==> config.mk <==
export PLATFORM = sky130hd
export DESIGN_NAME = gate_bist
export DESIGN_NICKNAME = d
export VERILOG_FILES = /design/src/rtl/gate_bist.sv
export SDC_FILE = /design/constraint.sdc
export NUM_CORES = 1
export LEC_CHECK = 0
export CAP_MARGIN = 20
export CORE_ASPECT_RATIO = 1.5
export CORE_UTILIZATION = 43
export DETAILED_ROUTE_END_ITERATION = 12
export PLACE_DENSITY = 0.67
export SYNTH_ARGS = -nofsm -noshare
export SYNTH_HDL_FRONTEND = slang
export SYNTH_SLANG_ARGS = --single-unit
==> constraint.sdc <==
create_clock -name clk -period 2.3 [get_ports clk]
set_clock_uncertainty 0.2 [all_clocks]
set_input_delay 0.46 -clock clk [delete_from_list [all_inputs] [get_ports clk]]
set_output_delay 0.46 -clock clk [all_outputs]
set_load 0.02 [all_outputs]
==> src/rtl/gate_bist.sv <==
// Built-in self-test for a 2-input gate: walks {a,b} through 00..11, samples y after SETTLE cycles,
// and compares each sample with TRUTH. Reports through done/pass/fail_mask/err_count.
module gate_bist #(
  parameter logic [3:0]  TRUTH  = 4'b0001,
  parameter int unsigned SETTLE = 2
) (
  input  logic       clk,
  input  logic       rst,
  input  logic       start,
  input  logic       y,
  output logic       a,
  output logic       b,
  output logic       busy,
  output logic       done,
  output logic       pass,
  output logic [3:0] fail_mask,
  output logic [2:0] err_count
);

  typedef enum logic [1:0] {S_IDLE, S_DRIVE, S_SAMPLE, S_REPORT} state_t;

  localparam logic [3:0] LAST_CNT = 4'(SETTLE - 1);

  state_t     r_state;
  logic [1:0] r_idx;
  logic [3:0] r_cnt;
  logic       r_a;
  logic       r_b;
  logic       r_busy;
  logic       r_done;
  logic       r_pass;
  logic [3:0] r_mask;
  logic [2:0] r_err;

  logic       w_mismatch;
  logic [3:0] w_mask_next;

  assign w_mismatch  = (y != TRUTH[r_idx]);
  // Mask including the vector being sampled this cycle, so pass can be decided on the last sample.
  assign w_mask_next = r_mask | (w_mismatch ? (4'b0001 << r_idx) : 4'b0000);

  always_ff @(posedge clk) begin
    if (rst) begin
      r_state <= S_IDLE;
      r_idx   <= 2'd0;
      r_cnt   <= 4'd0;
      r_a     <= 1'b0;
      r_b     <= 1'b0;
      r_busy  <= 1'b0;
      r_done  <= 1'b0;
      r_pass  <= 1'b0;
      r_mask  <= 4'd0;
      r_err   <= 3'd0;
    end else begin
      case (r_state)
        S_IDLE: begin
          r_done <= 1'b0;
          r_busy <= 1'b0;
          r_a    <= 1'b0;
          r_b    <= 1'b0;
          if (start) begin
            r_idx   <= 2'd0;
            r_cnt   <= 4'd0;
            r_mask  <= 4'd0;
            r_err   <= 3'd0;
            r_busy  <= 1'b1;
            r_state <= S_DRIVE;
          end
        end
        S_DRIVE: begin
          if (r_cnt == LAST_CNT) begin
            r_state <= S_SAMPLE;
          end else begin
            r_cnt <= r_cnt + 4'd1;
          end
        end
        S_SAMPLE: begin
          r_mask <= w_mask_next;
          if (w_mismatch) begin
            r_err <= r_err + 3'd1;
          end
          if (r_idx != 2'd3) begin
            r_idx      <= r_idx + 2'd1;
            {r_a, r_b} <= r_idx + 2'd1;
            r_cnt      <= 4'd0;
            r_state    <= S_DRIVE;
          end else begin
            r_a     <= 1'b0;
            r_b     <= 1'b0;
            r_done  <= 1'b1;
            r_pass  <= (w_mask_next == 4'd0);
            r_state <= S_REPORT;
          end
        end
        S_REPORT: begin
          r_done  <= 1'b0;
          r_busy  <= 1'b0;
          r_state <= S_IDLE;
        end
        default: r_state <= S_IDLE;
      endcase
    end
  end

  assign a         = r_a;
  assign b         = r_b;
  assign busy      = r_busy;
  assign done      = r_done;
  assign pass      = r_pass;
  assign fail_mask = r_mask;
  assign err_count = r_err;

endmodule

==> flow_summary.toml <==
[sta]
setup_ws_ns = 0.2825
hold_viol = 0
rsz0062_at_grt = "false"
final.setup.tns_ns = 0
slew_violations = 0
maxSlewHeadroom = 0.7334
setup_viol_count_final = 0
tightest_slew_ns = 0.3943
post-route-period-util = 0.8772
finalCriticalPeriod_ns = 2.018
fmax_ghz = 0.4957
whs_ns = 0.2861

[final_layout]
drive_gt1_frac = 0.08844
diodes = 0
final-instance-count-excl-fill = 171
utilization = 0.5409
area_growth_pct = 19.80
final_area_um2 = 1325
final_common_cell = "dfxtp_1"
num-nets-final = 166
layout_common_cells = "20 x dfxtp_1, 15 x clkdlybuf4s50_1, 13 x a21oi_1, 13 x ha_1, 11 x nor2_1"

[worst_setup_path]
worstSetupPathType = "reg -> reg"
cp-end-kind = "flip-flop"
critical_path_required_ns = 2.34
start_kind = "flip-flop"
worstPathMaxFanout = 7
critPathArrivalTime_ns = 2.06

[routing]
met3_length_um = 49
vias = 979
ant_nets = 0
drc = 0
routed_wl_um = 2455
met2_length_um = 1332
viasPerCell = 5.725
top_layer = "met4"
dr.pass1.iters = 4
drt_iter0_markers = 14
m1WireLength_um = 1023
wl_per_cell_um = 14.36

[grt]
grt.total_usage = 0.2072
grt_pass1_wl_um = 4374
grt_pass1_vias = 990
antenna_found_initial = 0
overflow = 0
grt_max_degree = 11

[die]
fp-row-count = 22
ioPinCount = 16
die-area_um2 = 2783
fp.dieH_um = 64.12
start_util = 0.4515
die_x_um = 43.41
core-area_um2 = 2450

[yosys]
synth_compound_area_frac = 0.2093
synthFlopType = "dfxtp_1"
synth_top_family_by_area = "simple AND/OR/NAND/NOR gates"
async_flop_share = 0
synthSimpleGateAreaFrac = 0.2376
yosysSeqAreaShare = 0.3620
synth_fa_ha_area_frac = 0.1471
synthCells = 130
yosysWarnings = 0
ys_types = 31
synth_mux_area_frac = 0
synth_edf_count = 0
syn_nets = 147
ys_ff_latch = 20
postSynthAreaPerCell_um2 = 8.508
synth_xor_area_frac = 0
synthesis.area_um2 = 1106

[clocking]
cts_root_buf = "clkbuf_4"
path_clk_slew_ns = 0.10
clockBufferDepth = 2
clk_latency_ns = 0.30
cts-buffers-inserted = 3
cts_tree = "built"
cts_max_level = 1
cts_sinks = 20

[place]
dpl_cell_area_um2 = 1297
place_congestion = 0.7752
dp_cells = 168
dpl.hpwl_um = 1907
post-place-ws_ns = 0.06161
port_buffers = 15

[power_and_ir_drop]
ir_drop_uv = 499.6
power.leakage_nw = 0.4988
power_density_nw_per_um2 = 801.7
p_total_mw = 1.062

[job]
cap_violations = 0

[outcome]
status = "finished, final reports clean"

[worst_hold_path]
holdCritPathClass = "reg -> reg"
==> area by class of cell <==
type / count / area [um2]
well taps: 24 / 30.03
multi-input cells: 97 / 661.9
fillers: 234 / 1125
inverters: 8 / 30.03
flip-flops and latches: 20 / 400.4
clock buffers: 3 / 22.52
repair buffers: 19 / 180.2
==> repair_timing <==
item / CTS / global route
hold buffers: 0 / 0
buffers inserted: 0 / 0
resized for setup: 0 / 1
endpoints found under the setup margin: 0 / 1
==> logic make-up (layout without fill, tap and decap cells) <==
family | Yosys count | in the layout
buffers and inverters | 13 | 30
and+or+nand+nor | 49 | 49
adders and majority gates | 13 | 13
AOI/OAI and AO/OA | 35 | 35
DFF | 20 | 20
==> flip-flops by register name, indices dropped and copies added (netlist names) <==
signal and flops:
fail_mask 4, r_cnt 4, err_count 3, r_idx 2, r_state 2, a 1
b 1, busy 1, done 1, pass 1
==> Yosys cell counts (2+ instances only) <==
cell type / count / area, um2
nand2_1: 9 / 33.78
nand2b_1: 3 / 18.77
a21oi_1: 13 / 65.06
nand3_1: 2 / 10.01
dfxtp_1: 20 / 400.4
nor2b_1: 4 / 25.02
a22oi_1: 5 / 37.54
nor3b_1: 4 / 30.03
a211oi_1: 2 / 15.01
nor2_1: 11 / 41.29
and2_1: 3 / 18.77
clkbuf_1: 5 / 18.77
o31ai_1: 2 / 15.01
nor3_1: 5 / 25.02
ha_1: 13 / 162.7
o21ai_0: 3 / 15.01
inv_1: 8 / 30.03
o21ai_1: 4 / 20.02
or3_1: 2 / 12.51
==> worst paths after layout <==
| check | start | endpoint | slack (ns) | depth (start not counted) |
|---|---|---|---|---|
| max reg2reg | r_idx[0] | pass | 0.28 | 6 |
| max | r_idx[0] | pass | 0.28 | 6 |
| min reg2reg | done | done | 0.29 | 2 |
| min | done | done | 0.29 | 2 |
==> power breakdown <==
part / internal (mW) / switching, mW
Clock: 0.0611 / 0.0997
Sequential: 0.384 / 0.0495
Combinational: 0.190 / 0.278
==> per-layer routing <==
metal	global-route usage	up-vias
li1	-	489
met1	0.2302	471
met2	0.3807	14
met3	0.01977	5
met4	0.09375	0
met5	0	-
==> worst max-delay path, cell delays in order, from the launching register on <==
cell     delay, ns
dfxtp_1       0.49
inv_1         0.12
ha_1          0.21
ha_1          0.38
nor4b_1       0.38
a21oi_1       0.08
nor2_1        0.10
No activity file was read; power rests on OpenSTA's default activity.
